File: config.mk
export PLATFORM = sky130hd
export DESIGN_NAME = traffic_light_counter
export DESIGN_NICKNAME = d
export VERILOG_FILES = /design/src/rtl/traffic_light_counter.sv
export SDC_FILE = /design/constraint.sdc
export NUM_CORES = 1
export LEC_CHECK = 0
export ABC_AREA = 1
export CAP_MARGIN = 15
export CELL_PAD_IN_SITES_DETAIL_PLACEMENT = 1
export CELL_PAD_IN_SITES_GLOBAL_PLACEMENT = 1
export CORE_AREA = 3 3 40 42
export CTS_BUF_LIST = sky130_fd_sc_hd__clkbuf_8 sky130_fd_sc_hd__clkbuf_16
export CTS_CLUSTER_DIAMETER = 100
export DETAILED_ROUTE_END_ITERATION = 16
export DIE_AREA = 0 0 43 45
export PLACE_DENSITY_LB_ADDON = 0.12
export SLEW_MARGIN = 20
export SYNTH_ARGS = -nofsm -noshare
export SYNTH_HDL_FRONTEND = slang
export SYNTH_SLANG_ARGS = --single-unit
File: constraint.sdc
create_clock -name clk -period 1.5 [get_ports clk]
set_input_delay 0.375 -clock clk [delete_from_list [all_inputs] [get_ports clk]]
set_output_delay 0.375 -clock clk [all_outputs]
set_load 0.05 [all_outputs]
File: src/rtl/traffic_light_counter.sv
// Per-phase down-counter for the traffic-light controller: a one-hot init pulse loads the
// phase duration, en counts it down to a saturating zero, and last flags expiry.
module traffic_light_counter #(
   parameter int unsigned pGREEN_INIT_VAL  = 14,
   parameter int unsigned pYELLOW_INIT_VAL = 2,
   parameter int unsigned pRED_INIT_VAL    = 17,
   parameter int unsigned pCNT_WIDTH       = 5,
   parameter int unsigned pINIT_WIDTH      = 3
) (
   input  logic                   clk,
   input  logic                   rst_n,
   input  logic                   en,
   input  logic [pINIT_WIDTH-1:0] init,
   output logic                   last,
   output logic [pCNT_WIDTH-1:0]  cnt_out
);

   localparam logic [pCNT_WIDTH-1:0] GreenLoad  = pCNT_WIDTH'(pGREEN_INIT_VAL);
   localparam logic [pCNT_WIDTH-1:0] YellowLoad = pCNT_WIDTH'(pYELLOW_INIT_VAL);
   localparam logic [pCNT_WIDTH-1:0] RedLoad    = pCNT_WIDTH'(pRED_INIT_VAL);

   // A load value that does not fit the counter would be silently truncated.
   localparam bit CfgOk = ((pGREEN_INIT_VAL >> pCNT_WIDTH) == 0) &&
                          ((pYELLOW_INIT_VAL >> pCNT_WIDTH) == 0) &&
                          ((pRED_INIT_VAL >> pCNT_WIDTH) == 0) &&
                          (pINIT_WIDTH >= 3);

   logic [pCNT_WIDTH-1:0] cnt_q;
   logic [pCNT_WIDTH-1:0] cnt_d;

   always_comb begin
      cnt_d = cnt_q;
      // Red outranks yellow, yellow outranks green; a load suppresses the decrement.
      if (init[2]) begin
         cnt_d = RedLoad;
      end else if (init[1]) begin
         cnt_d = YellowLoad;
      end else if (init[0]) begin
         cnt_d = GreenLoad;
      end else if (en && (cnt_q != '0)) begin
         cnt_d = cnt_q - 1'b1;
      end
      assert (CfgOk)
         else $error("traffic_light_counter: init value exceeds pCNT_WIDTH range");
   end

   always_ff @(posedge clk or negedge rst_n) begin
      if (!rst_n) begin
         cnt_q <= '0;
      end else begin
         cnt_q <= cnt_d;
      end
   end

   assign cnt_out = cnt_q;
   assign last    = (cnt_q == '0);

endmodule

Word-level counts from Yosys, hierarchy flattened
Index checks and enable logic that the tools add are counted.

Bits in registers: 5. Input port bits: 6. Logic and storage cells: 10.

Add/sub/neg operators: 1. Multiplexer cells: 4. Reductions and logical operators: 4.

Operators with widths (number): 5-bit 2-to-1 mux (4); 5-bit logical NOT (1); 5-bit nonzero test (1); 5-bit by 1-bit subtractor with 5-bit output, second input constant (1); 4-bit nonzero test (1); 1-bit logical AND (1).

Logic depth before layout (Yosys ltp)
Gate-level depths: netlist of the first run.

Depth in word-level cells: 6. Mapped depth: 7. Depth with buffers taken out: 7.

Worst setup path after synthesis of the first run
No wires, ideal clock.

Kind: reg2out. Start point: register cnt_q[0], in the netlist cnt_out[0]. End point: output port last. Arrival time: 1.414 ns. Required time: 1.125 ns. Path slack: -0.289 ns. Cell stages (with the launch flop): 5. Path buffers: 0. Cell sequence: dfrtp_1 inv_1 ha_1 nand3_2 inv_1.

Word-level cells in the longest chain between the ends: 1.

Ends and longest elaborated chain: from (decl) (RTL line 28) `logic [pCNT_WIDTH-1:0] cnt_q;`; from (signal assigned) (RTL line 51) `cnt_q <= cnt_d;`; 5-bit logical NOT (RTL line 56) `assign last = (cnt_q == '0);`; to (decl) (RTL line 14) `output logic last,`.

No other way between the ends.

Worst setup path in the final report of the first run
Same ends and word-level chain as after synthesis.

==> results of run 1 <==
[repair_timing]
item	in CTS	in global routing
cloned	0	0
hold buffers	0	0
endpoints found under the setup margin	1	1
pin swaps	1	1
setup buffers	6	1
[logic make-up after synthesis]
kind of cell / after synthesis / share of synthesized area, %
simple gates: 25 / 42.20
flops: 5 / 35.46
buf+inv: 8 / 8.511
fa+ha+maj: 1 / 3.546
xor+xnor: 1 / 2.483
compound gates: 4 / 7.800
[power by group]
| group | total (µW) | internal, µW | switching, µW |
|---|---|---|---|
| Clock | 248 | 176 | 71.8 |
| Combinational | 244 | 117 | 127 |
| Sequential | 158 | 148 | 10.2 |
[layout by cell type, fill, tap and decap left out, drive strengths merged]
master / count
buf: 16
nand2: 10
nand3: 9
inv: 8
clkdlybuf4s50: 5
dfrtp: 5
nor2: 5
clkbuf: 3
o21ai: 3
clkinvlp: 1
xnor2: 1
a21oi: 1
nand4: 1
ha: 1
[cell type report]
type | instances | area (µm²) | area share (%)
Clock buffer | 3 | 41.29 | 5.957
Inverter | 8 | 36.28 | 5.235
Tap cell | 15 | 18.77 | 2.708
Multi-Input combinational cell | 31 | 217.7 | 31.41
Timing Repair Buffer | 21 | 245.2 | 35.38
Clock inverter | 1 | 3.754 | 0.5415
Sequential cell | 5 | 130.1 | 18.77
[metrics by stage]
stage,area (µm²),instances,hold WS [ps]
6_report,693.2,84,385.5
5_1_grt,693.2,84,404.8
4_1_cts,685.7,83,398.4
3_5_place_dp,595.6,73,571.1
3_3_place_gp,595.6,73,562.5
2_1_floorplan,384.1,44,79.41
[routing by layer]
metal | global-route usage, % | up-vias
met5 | 0 | -
met4 | 7.229 | 0
met3 | 4.382 | 2
met2 | 27.54 | 6
met1 | 15.82 | 196
li1 | - | 193
[worst reg2reg max path: cells and delay by family (launching register included)]
family | cells | cell delay, ps
flops | 1 | 420
compound gates | 1 | 50
simple gates | 4 | 330
fa+ha+maj | 1 | 150
buf+inv | 2 | 220
[worst max path at each step]
stage	end	slack, ps	start	cells after the start
final	last	-20	cnt_out[0]$_DFFE_PN0P_	5
after floorplan	last	4	cnt_out[1]$_DFFE_PN0P_	4
after global placement	cnt_out[1]$_DFFE_PN0P_	0.6	init[0]	7
after global routing	last	-70	cnt_out[1]$_DFFE_PN0P_	5
after detailed placement	cnt_out[1]$_DFFE_PN0P_	-30	init[0]	7
after CTS	last	-30	cnt_out[1]$_DFFE_PN0P_	5
==> results.toml, run 1 <==
[outcome]
outcome = "finished with violations"
violations = "setup timing"

[power_and_ir_drop]
p_total_uw = 650.0
ir_drop_uv = 473.2
leakagePower_uw = 0.0003294
power.density_mw_per_mm2 = 937.8

[global_route]
grt_pass1_wl_um = 2118
grt_overflow_total = 0
antenna_found_initial = 0
grt_pass1_vias = 458
grt_use_total_pct = 15.04
grt_max_degree = 7

[logic_synthesis]
yosysTopAreaCell = "dfrtp_1"
synthArstFlopShare_pct = 100.0
synth_edf_count = 0
ys_seq_elements = 5
ys_warn_count = 0
synth_top_cell_area_share_pct = 35.46
ys_types = 16
yosys_most_used_dff = "dfrtp_1"
synth_area_um2 = 352.8
syn_inst = 44
syn_nets = 51
synth_area_leaders = "dfrtp_1 (35%), nand3_1 (11%), nand2_1 (8.5%)"
synthTopCellsByCount = "nand2_1 (8), nand3_1 (8), inv_1 (7)"
synth_seq_area_share_pct = 35.46
syn_area_per_cell_um2 = 8.019

[die]
die-area_mm2 = 0.001935
core_mm2 = 0.001285
row_count = 13
start_util_pct = 27.46
pin_count = 12
die_width_um = 43
die_h_um = 45

[sta]
fin_ws_ps = -24.60
tightestPinTransition_ps = 291.9
fin_crit_sh_pct = 101.6
fmax_mhz = 655.9
hold_viol = 0
clock_skew_ps = 6.393
maxSlewViolCount = 0
setup_viol = 1
slew-limit-headroom_pct = 80.48
finalCriticalPeriod_ps = 1525
rsz0062_at_grt = "yes"
tns_ps = -24.60

[critical_path]
crit_path_max_incr_delay_ps = 420
rrSetupSlack_ps = 220
critical-path-slowest-cell = "dfrtp_2"
timing.critical_path.buf_inv = 3
cp-end-kind = "primary output"
r2r-start = "cnt_out[0]$_DFFE_PN0P_"
cp_max_fo = 2
critPathLaunchType = "flip-flop"
critPathKind = "flip-flop to primary output"
cp_data_required_time_ps = 1120
worst_ep_arrival_time_ps = 1150
cp_cell_sequence = "inv_4 -> ha_4 -> nand3_4 -> clkinvlp_4 -> buf_12"
path_delay_family = "flip-flops"
r2r-end = "cnt_out[1]$_DFFE_PN0P_"
ff2ff_path_depth = 8

[routing]
post_drt_wl_per_cell_um = 13.85
antenna_left = 0
highest_layer = "met4"
num_vias = 397
finalWirelength_um = 1163
remaining_drc_errors = 0
vias_per_cell = 4.726
wl_met2_um = 655
routedLengthMet1_um = 460
first_pass_iters = 1
drt_iter0_drc = 0
wl_met3_um = 42

[flow_run]
drv_cap = 0

[placement]
dpl_worst_slack_ps = -26.38
hpwl_um = 860
routabilityCongestion = 0.7138
portBuffers = 11

[cts]
clk_latency_ps = 220
clk_path_buf_depth = 2
ctsResizeCount = 0
cts_sinks = 5
clockRootBuffer = "clkbuf_8"
cts_max_level = 1
clkSlewWorstSetupHoldPaths_ps = 40
cts_tree = "built"
cts-buffers-inserted = 3

[hold_path]
worstHoldPathType = "input port to asynchronous set/reset pin"

[cells_and_area]
drive_above_1_share_pct = 52.17
nNetsFinal = 77
nFillCells = 148
area_delta_synth_final_pct = 96.45
largest_reg_flops = 5
final_util_pct = 53.94
num_antenna_cells = 0
(Power assumes the default switching activity.)
==> run 2, diff against run 1 <==
--- a/config.mk
+++ b/config.mk
@@ -14,6 +14,7 @@
 export CTS_CLUSTER_DIAMETER = 100
 export DETAILED_ROUTE_END_ITERATION = 16
 export DIE_AREA = 0 0 43 45
+export MAX_ROUTING_LAYER = met4
 export PLACE_DENSITY_LB_ADDON = 0.12
 export SLEW_MARGIN = 20
 export SYNTH_ARGS = -nofsm -noshare
==> results.toml, run 2 (synthesis gave the netlist of run 1 again) <==
[outcome]
outcome = "finished with violations"
violations = "setup timing"

[cells_and_area]
nNetsFinal = 77
register_area_um2 = 130.1
multiInputGateArea_um2 = 217.7
final_cells = 84
num_antenna_cells = 0
largest_reg_flops = 5
nFillCells = 148
mostFrequentLayoutCell = "buf_4"
drive_above_1_share_pct = 52.17
final_cell_mix = "buf_4 (10), nand2_1 (8), nand3_1 (8)"
area_delta_synth_final_pct = 96.45

[cts]
clockRootBuffer = "clkbuf_8"
cts_max_level = 1
clk_latency_ps = 220
cts_tree = "built"
clkSlewWorstSetupHoldPaths_ps = 40
cts_sinks = 5
ctsHoldBuffers = 0
cts-buffers-inserted = 3
clk_path_buf_depth = 2

[global_route]
grt_overflow_total = 0
grt_pass1_wl_um = 2111
grt_max_degree = 7
antenna_found_initial = 0
grt_use_total_pct = 15.49
grt_pass1_vias = 459

[placement]
dp.cells = 73
hpwl_um = 860
routabilityCongestion = 0.7220
portBuffers = 11

[sta]
fmax_mhz = 655.6
clock_skew_ps = 6.095
maxSlewViolCount = 0
setup_viol = 1
slew-limit-headroom_pct = 80.98
rsz0062_at_grt = "yes"
fin_crit_sh_pct = 101.7
fin_ws_ps = -25.39
tightestPinTransition_ps = 284.5
hold_viol = 0
finalCriticalPeriod_ps = 1525

[critical_path]
cp-end-kind = "primary output"
cp_max_fo = 2
worst_ep_arrival_time_ps = 1150
critPathLaunchType = "flip-flop"
cp_data_required_time_ps = 1120
critPathKind = "flip-flop to primary output"

[routing]
post_drt_wl_per_cell_um = 13.89
num_vias = 395
finalWirelength_um = 1167
antenna_left = 0
first_pass_iters = 1
drt_iter0_drc = 0
remaining_drc_errors = 0
vias_per_cell = 4.702

[die]
start_util_pct = 27.46
die_width_um = 43
core_mm2 = 0.001285
pin_count = 12
row_count = 13
die_h_um = 45
die-area_mm2 = 0.001935

[power_and_ir_drop]
power.density_mw_per_mm2 = 938.2
leakagePower_uw = 0.0003294
ir_drop_uv = 473.2
p_total_uw = 650.3

[hold_path]
worstHoldPathType = "input port to asynchronous set/reset pin"

[flow_run]
drv_cap = 0
## run 2: cell counts in the layout (fill, tap and decap cells not counted)
Identical to the previous run, type by type.
## run 2: final timing paths
path	from	to	slack [ps]	cells past startpoint
worst max-delay path	cnt_out[0]$_DFFE_PN0P_	last	-30	5
worst max register to register	cnt_out[0]$_DFFE_PN0P_	cnt_out[1]$_DFFE_PN0P_	220	8
worst min-delay path	rst_n	cnt_out[3]$_DFFE_PN0P_	390	1
min in group clk	cnt_out[4]$_DFFE_PN0P_	cnt_out[4]$_DFFE_PN0P_	580	2
worst min register to register	cnt_out[4]$_DFFE_PN0P_	cnt_out[4]$_DFFE_PN0P_	580	2
max in group asynchronous	rst_n	cnt_out[4]$_DFFE_PN0P_	880	1
## run 2: routing by layer
layer / routed length (µm) / track usage, % / vias up
li1: - / - / 192
met2: 659 / 27.54 / 6
met1: 469 / 16.06 / 195
met3: 34 / 3.984 / 2
met4: 4 / 7.229 / 0
met5: 0 / - / -
## run 2: what timing repair did
item / 4_1_cts / 5_1_grt
setup endpoints to repair: 1 / 1
pin swaps: 1 / 1
setup buffers: 6 / 1
gates resized for setup: 0 / 0
## run 2: cell type report
class	instances	share of cell area (%)
Sequential cell	5	18.77
Clock buffer	3	5.957
Clock inverter	1	0.5415
Timing Repair Buffer	21	35.38
Inverter	8	5.235
Tap cell	15	2.708
Multi-Input combinational cell	31	31.41
## run 2: stage by stage
step	setup slack, ps	TNS, ps	hold slack [ps]	utilization (%)	area [µm²]
floorplan	3.780	0	79.41	-	384.1
global placement	0.6042	0	562.5	46.35	595.6
detailed placement	-26.38	-69.08	571.1	46.35	595.6
CTS	-28.37	-28.37	398.4	53.36	685.7
global route	-66.22	-66.22	404.8	53.94	693.2
finish	-25.39	-25.39	385.4	53.94	693.2
## run 2: where the power goes
group / switching [µW] / total [µW] / internal (µW)
clock: 72.2 / 248 / 176
sequential: 10.3 / 158 / 148
combinational: 127 / 244 / 117
## run 2: worst max-delay path, cell delays in order, from the launching register on
cell	delay (ps)
dfrtp_2	420
inv_4	70
ha_4	150
nand3_4	80
clkinvlp_4	90
buf_12	130
